## src/rtl/text_pixel_fetch.sv

```systemverilog
// Display front-end: turns scan coordinates into a VRAM fetch and, in text mode, a font-ROM fetch.
// All outputs are delay-matched so a pixel sampled at edge k appears on every output after edge k+4.
module text_pixel_fetch #(
    parameter int COLS    = 80,
    parameter int ROWS    = 30,
    parameter int GCOLS   = 160,
    parameter int LATENCY = 4
) (
    input  logic        clk,
    input  logic        rst_n,
    input  logic [9:0]  pix_x,
    input  logic [9:0]  pix_y,
    input  logic        video_on,
    input  logic        hsync_in,
    input  logic        vsync_in,
    input  logic        graph_mode_in,
    output logic [14:0] vram_addr,
    input  logic [15:0] vram_data,
    output logic [11:0] font_addr,
    input  logic [7:0]  font_data,
    output logic        graph_mode,
    output logic [15:0] char_color,
    output logic        font_dot,
    output logic        hsync_out,
    output logic        vsync_out,
    output logic        video_on_out
);
    // Streaming pipeline: one pixel accepted and one produced every clock, no valid/ready,
    // no backpressure; VRAM and font ROM must answer exactly one clock after their address.

    localparam int COL_W  = $clog2(COLS);
    localparam int ROW_W  = $clog2(ROWS);
    localparam int GCOL_W = $clog2(GCOLS);

    typedef struct packed {
        logic       von;
        logic       hs;
        logic       vs;
        logic       mode;
        logic [2:0] xl;
        logic [3:0] yl;
    } side_t;

    localparam side_t SIDE_RST = '{von: 1'b0, hs: 1'b1, vs: 1'b1, mode: 1'b0, xl: 3'd0, yl: 4'd0};

    // Constant multiply expanded into shifted adds over the set bits of k.
    function automatic logic [14:0] mul_const(input logic [14:0] v, input int k);
        logic [14:0] acc;
        acc = '0;
        for (int b = 0; b < 16; b++) begin
            if (k[b]) acc = acc + (v << b);
        end
        return acc;
    endfunction

    logic        mode_q;
    logic        frame_start;
    logic        mode_eff;
    logic [14:0] addr_next;
    side_t       sb [LATENCY];
    logic [15:0] word_q;
    logic [15:0] word_d;

    // Pixel (0,0) must already see the new mode, so the latch is bypassed on that clock.
    assign frame_start = video_on && (pix_x == '0) && (pix_y == '0);
    assign mode_eff    = frame_start ? graph_mode_in : mode_q;

    always_comb begin
        addr_next = '0;
        if (video_on) begin
            if (mode_eff) begin
                addr_next = mul_const(15'(pix_y[9:2]), GCOLS) + 15'(pix_x[2 +: GCOL_W]);
            end else begin
                addr_next = mul_const(15'(pix_y[4 +: ROW_W]), COLS) + 15'(pix_x[3 +: COL_W]);
            end
        end
    end

    always_ff @(posedge clk) begin
        if (!rst_n) begin
            mode_q       <= 1'b0;
            vram_addr    <= '0;
            font_addr    <= '0;
            word_q       <= '0;
            word_d       <= '0;
            graph_mode   <= 1'b0;
            char_color   <= '0;
            font_dot     <= 1'b0;
            hsync_out    <= 1'b1;
            vsync_out    <= 1'b1;
            video_on_out <= 1'b0;
            for (int i = 0; i < LATENCY; i++) begin
                sb[i] <= SIDE_RST;
            end
        end else begin
            mode_q    <= mode_eff;
            vram_addr <= addr_next;
            sb[0]     <= '{von: video_on, hs: hsync_in, vs: vsync_in, mode: mode_eff,
                           xl: pix_x[2:0], yl: pix_y[3:0]};
            for (int i = 1; i < LATENCY; i++) begin
                sb[i] <= sb[i-1];
            end

            // Stage after the RAM: vram_data belongs to the pixel now held in sb[1].
            word_q    <= vram_data;
            font_addr <= {vram_data[7:0], sb[1].yl};
            word_d    <= word_q;

            graph_mode   <= sb[LATENCY-1].mode;
            hsync_out    <= sb[LATENCY-1].hs;
            vsync_out    <= sb[LATENCY-1].vs;
            video_on_out <= sb[LATENCY-1].von;
            if (!sb[LATENCY-1].von) begin
                char_color <= '0;
                font_dot   <= 1'b0;
            end else if (sb[LATENCY-1].mode) begin
                char_color <= {8'h00, word_d[7:0]};
                font_dot   <= 1'b0;
            end else begin
                char_color <= word_d;
                font_dot   <= font_data[3'd7 - sb[LATENCY-1].xl];
            end
        end
    end

endmodule

```

## config.mk

```make
export PLATFORM = sky130hd
export DESIGN_NAME = text_pixel_fetch
export DESIGN_NICKNAME = d
export VERILOG_FILES = /design/src/rtl/text_pixel_fetch.sv
export SDC_FILE = /design/constraint.sdc
export NUM_CORES = 1
export LEC_CHECK = 0
export ABC_CLOCK_PERIOD_IN_PS = 3000
export CORE_AREA = 10 10 103 105
export CTS_CLUSTER_SIZE = 28
export DETAILED_ROUTE_END_ITERATION = 8
export DIE_AREA = 0 0 113 115
export MAX_ROUTING_LAYER = met4
export PLACE_DENSITY = 0.78
export SYNTH_ARGS = -nofsm -noshare
export SYNTH_HDL_FRONTEND = slang
export SYNTH_SLANG_ARGS = --single-unit
```

## constraint.sdc

```tcl
create_clock -name clk -period 3 [get_ports clk]
set_clock_uncertainty 0.1 [all_clocks]
set_input_delay 0.45 -clock clk [delete_from_list [all_inputs] [get_ports clk]]
set_output_delay 0.45 -clock clk [all_outputs]
set_load 0.03 [all_outputs]
```

==> flow_metrics.tcl, run 1 <==
set metrics [dict create \
    status "complete, no violations" \
    synth_fp_nets 455 \
    post-route-util_pct 62.8 \
    dp_slack_ps 40.5 \
    post-cts-setup-buffers 0 \
    grt-ovfl-total 0 \
    drive_gt1_share_pct 9.80 \
    synth-async-reset-ratio_pct 0 \
    cts_buffer_depth 2 \
    cts_sinks 108 \
    dp.cells 582 \
    cp.required_ps 3170 \
    p_leak_nw 2.20 \
    globalplace.congestion 0.928 \
    place_hpwl_um 7410 \
    min_path_type "flip-flop to flip-flop" \
    fillCellCount 716 \
    yosys-top-cells-area "dfxtp_1, and2_1, ha_1, buf_4, nand2b_1" \
    start_util_pct 48.0 \
    die_h_um 115 \
    setup_ws_ps 389 \
    hold_viol 0 \
    layout.nets 551 \
    boundaryPins 98 \
    ys_seq_elements 108 \
    first_global_vias 2970 \
    tightest_slew_ps 459 \
    die_x_um 113 \
    holdBufCountCts 0 \
    n_antenna_cell 0 \
    setup_violations 0 \
    grt_usage_pct 14.5 \
    hold_ws_ps 314 \
    crit_arrival_ps 2780 \
    grt_pass1_wl_um 14800 \
    synth_top_area_cell "dfxtp_1" \
    clk_latency_ps 360 \
    final_cell_mix "dfxtp_1, clkdlybuf4s50_1, and2_1" \
    slew_headroom_pct 69.3 \
    synth_top_cell_area_share_pct 52.7 \
    drc 0 \
    synthMuxAreaShare_pct 1.58 \
    drv_slew 0 \
    ant_nets 0 \
    port_buffers 97 \
    rows 34 \
    cts_tree "yes" \
    postSynthAreaPerCell_um2 10.6 \
    cts_resized 0 \
    cp-start-kind "input port" \
    power_density_nw_per_um2 518 \
    path_class "input port to flip-flop" \
    synth_xor_area_share_pct 2.35 \
    fp.coreArea_um2 8550 \
    tns_ps 0 \
    htreeDepth 3 \
    drtIter0Drc 133 \
    syn2layout_area_growth_pct 30.8 \
    total_power_mw 2.78 \
    synth_compound_area_share_pct 10.1 \
    synth_area_um2 4110 \
    cts_buffers 9 \
    synthAdderAreaFrac_pct 5.61 \
    grt_setup_unrepaired "false" \
    first_pass_iters 4 \
    clockRootBuffer "clkbuf_8" \
    yosysSeqAreaShare_pct 52.7 \
    antenna_found_initial 0 \
    ys.flop_type "dfxtp_1" \
    layout_commonest_cell "dfxtp_1" \
    viasPerCell 4.95 \
    yosys.area_share.simple_pct 22.5 \
    ys.warnings.count 0 \
    syn_inst 389 \
    clk_pin_slew_ps 110 \
    synth_top_family_by_area "simple AND/OR/NAND/NOR gates" \
    grt_start_max_net_pins 54 \
    wl_um 9270 \
    dieArea_um2 13000 \
    vias 2962 \
    wire_per_inst_um 15.5 \
    final_area_um2 5370 \
    min_period_ps 2610 \
    ys_types 55 \
    cap_viol_max_count 0 \
    cp-end-kind "flip-flop" \
    finalCritPeriodShare_pct 87.0 \
    worstPathMaxFanout 3 \
    synth_edf_count 0 \
    ir_drop_v 0.000226 \
    placed_cell_area_um2 5170 \
    layoutNonFillerInstCount 598 \
    max_freq_mhz 383 \
]
cell families after synthesis:
logic type,Yosys count
and+or+nand+nor,147
DFF,108
muxes,4
xor gates and xnor gates,11
AOI/OAI and AO/OA,61
adders and majority gates,16
buffers and inverters,42
state kept, by name, summed over array words and instances (netlist names):
name,cells
char_color,16
word_d,16
font_dot,1
vsync_out,1
vram_addr,15
sb,36
word_q,9
hsync_out,1
font_addr,11
graph_mode,1
video_on_out,1
worst max-delay path, stage by stage:
cell and delay, ps:
clkdlybuf4s50_1 520, ha_1 190, inv_1 60, fa_1 410, xor2_1 180, a211oi_1 380
o21bai_1 100, a211o_1 290, o32ai_1 200
Yosys cell counts, types with 2 or more instances:
| cell type | count |
|---|---|
| nand3_1 | 13 |
| buf_4 | 14 |
| nand4b_1 | 2 |
| and4_1 | 2 |
| buf_2 | 4 |
| or2_2 | 3 |
| xor2_1 | 3 |
| o211ai_1 | 2 |
| and2_1 | 71 |
| and3_1 | 9 |
| o21a_1 | 5 |
| a21bo_2 | 2 |
| xnor2_1 | 8 |
| o211a_1 | 2 |
| inv_1 | 13 |
| nand4_1 | 2 |
| nor4_1 | 4 |
| a21oi_1 | 16 |
| mux2i_1 | 2 |
| nor2b_1 | 5 |
| o21ai_0 | 12 |
| nor2_1 | 2 |
| ha_1 | 12 |
| a211oi_1 | 5 |
| mux4_2 | 2 |
| nand2_1 | 7 |
| clkbuf_1 | 11 |
| a21o_1 | 3 |
| dfxtp_1 | 108 |
| fa_1 | 4 |
| nor3_1 | 3 |
| nand3b_1 | 2 |
| nand2b_1 | 13 |
| a211o_1 | 2 |
routing by layer:
layer | wire length [um] | GRT usage, % | vias to the layer above
met3 | 522 | 3.44 | 15
li1 | - | - | 1496
met5 | 0 | - | -
met1 | 3830 | 15.3 | 1365
met2 | 4710 | 25.5 | 86
met4 | 205 | 6.35 | 0
path summary, 6_finish.rpt:
kind	from	to	slack [ps]	cells past startpoint
setup / recovery	pix_y[6]	vram_addr[11]	390	9
hold / removal	sb[2][9]	sb[3][9]	310	1
setup reg to reg	sb[3][4]	font_dot	1610	3
hold reg to reg	sb[2][9]	sb[3][9]	310	1
power breakdown:
group / switching (mW) / leakage [nW] / internal (mW)
combinational: 0.211 / 1.21 / 0.221
sequential: 0.0120 / 0.885 / 1.48
clock: 0.527 / 0.0994 / 0.332
total: 0.750 / 2.20 / 2.03
layout make-up:
cell class | instances | area [um2] | share of cell area [%]
Multi-Input combinational cell | 239 | 1730 | 32.2
Inverter | 13 | 48.8 | 0.908
Sequential cell | 108 | 2160 | 40.3
Timing Repair Buffer | 114 | 1090 | 20.4
Clock inverter | 7 | 80.1 | 1.49
Tap cell | 108 | 135 | 2.52
Clock buffer | 9 | 124 | 2.31
No activity file was read; power rests on OpenSTA's default activity.
==> inputs of run 2 (changes only) <==
- ABC_CLOCK_PERIOD_IN_PS: 3000 -> default
==> results of run 2 <==
Final layout, timing and power as in run 1 (identical DEF).
==> inputs of run 3 (changes only) <==
- GPL_ROUTABILITY_DRIVEN: default -> 0
- MAX_ROUTING_LAYER: met4 -> default
- SKIP_LAST_GASP: default -> 1
==> flow_metrics.tcl, run 3 (same netlist as run 1, synthesis figures left out) <==
set metrics [dict create \
    cp.required_ps 3180 \
    largestRegisters "sb: 36 flops, char_color: 16 flops, word_d: 16 flops" \
    cts_buffer_depth 2 \
    rows 34 \
    grt-ovfl-total 0 \
    clockRootBuffer "clkbuf_8" \
    grt_start_max_net_pins 57 \
    crit_arrival_ps 2750 \
    first_global_vias 3063 \
    grt_usage_pct 14.3 \
    max_stage_delay_ps 520 \
    tns_ps 0 \
    vias 2978 \
    placed_cell_area_um2 5160 \
    ant_nets 0 \
    holdBufCountCts 0 \
    cts_resized 0 \
    antenna_found_initial 0 \
    cp-start-kind "input port" \
    cap_viol_max_count 0 \
    hold_ws_ps 313 \
    clk_pin_slew_ps 110 \
    port_buffers 97 \
    cts_buffers 9 \
    final_cell_mix "dfxtp_1, clkdlybuf4s50_1, and2_1" \
    grt_pass1_wl_um 15100 \
    grt_setup_unrepaired "false" \
    first_pass_iters 4 \
    crit_buf_inv 2 \
    viasPerCell 4.99 \
    status "complete, no violations" \
    multi_input_area_um2 1730 \
    finalCritPeriodShare_pct 85.8 \
    min_period_ps 2570 \
    power_density_nw_per_um2 516 \
    max_freq_mhz 389 \
    syn2layout_area_growth_pct 30.6 \
    total_power_mw 2.77 \
    largest_reg_flops 36 \
    hold_viol 0 \
    crit_path_top_delay_cell "clkdlybuf4s50_1" \
    post-cts-setup-buffers 0 \
    setup_violations 0 \
    fp.coreArea_um2 8550 \
    cts_sinks 108 \
    clk_latency_ps 360 \
    wire_per_inst_um 15.3 \
    fillCellCount 702 \
    tightest_slew_ps 523 \
    p_leak_nw 2.19 \
    final_area_um2 5360 \
    layout.nets 550 \
    die_h_um 115 \
    cp_top_family "compound AO/OA/AOI/OAI gates" \
    regArea_um2 2160 \
    boundaryPins 98 \
    drv_slew 0 \
    top_register "sb" \
    min_path_type "flip-flop to flip-flop" \
    wl_um 9120 \
    place_hpwl_um 7290 \
    path_class "input port to flip-flop" \
    n_antenna_cell 0 \
    path_cells "clkdlybuf4s50_1, ha_1, inv_1, fa_1, xor2_1, a211oi_1, o21bai_1, a211o_1, o32ai_1" \
    cts_tree "yes" \
    layout_commonest_cell "dfxtp_1" \
    ir_drop_v 0.000242 \
    start_util_pct 48.0 \
    dieArea_um2 13000 \
    drive_gt1_share_pct 9.61 \
    cp-end-kind "flip-flop" \
    drc 0 \
    htreeDepth 3 \
    die_x_um 113 \
    slew_headroom_pct 64.8 \
    worstPathMaxFanout 3 \
    post-route-util_pct 62.7 \
    drtIter0Drc 140 \
]
-- run 3: cell types whose count changed in the layout (fill, tap and decap cells not counted), sizes merged --
| cell | delta |
|---|---|
| buf | -1 |
| clkinvlp | +1 |
| inv | -1 |
-- run 3: cell type report --
| cell class | instances | area share (%) |
|---|---|---|
| well taps | 108 | 2.52 |
| flip-flops and latches | 108 | 40.3 |
| inverters | 13 | 0.910 |
| clock inverters | 7 | 1.47 |
| clock buffers | 9 | 2.31 |
| repair buffers | 113 | 20.3 |
| multi-input cells | 239 | 32.2 |
-- run 3: path summary, 6_finish.rpt --
path / startpoint / endpoint / slack [ps] / depth (start not counted)
max: pix_y[6] / vram_addr[11] / 430 / 9
min: sb[1][9] / sb[2][9] / 310 / 1
max reg2reg: sb[0][7] / vram_addr[7] / 1470 / 4
min reg2reg: sb[1][9] / sb[2][9] / 310 / 1
-- run 3: report_power, final --
group	switching (mW)	internal (mW)	total [mW]
sequential	0.0131	1.48	1.49
combinational	0.209	0.218	0.427
clock	0.516	0.328	0.845
total	0.739	2.03	2.77
-- run 3: metal layers --
layer | vias up | part of all wire [%] | GRT usage, %
met3 | 10 | 6.0 | 3.80
met5 | - | 0 | 0
li1 | 1496 | - | -
met2 | 87 | 50 | 25.3
met4 | 0 | 2.0 | 6.43
met1 | 1385 | 42 | 15.7
-- run 3: metrics by stage --
step,setup slack [ps],std cells
after global placement,116,581
final,427,597
after CTS,438,597
after floorplan,537,389
after global routing,198,597
after detailed placement,37.2,581
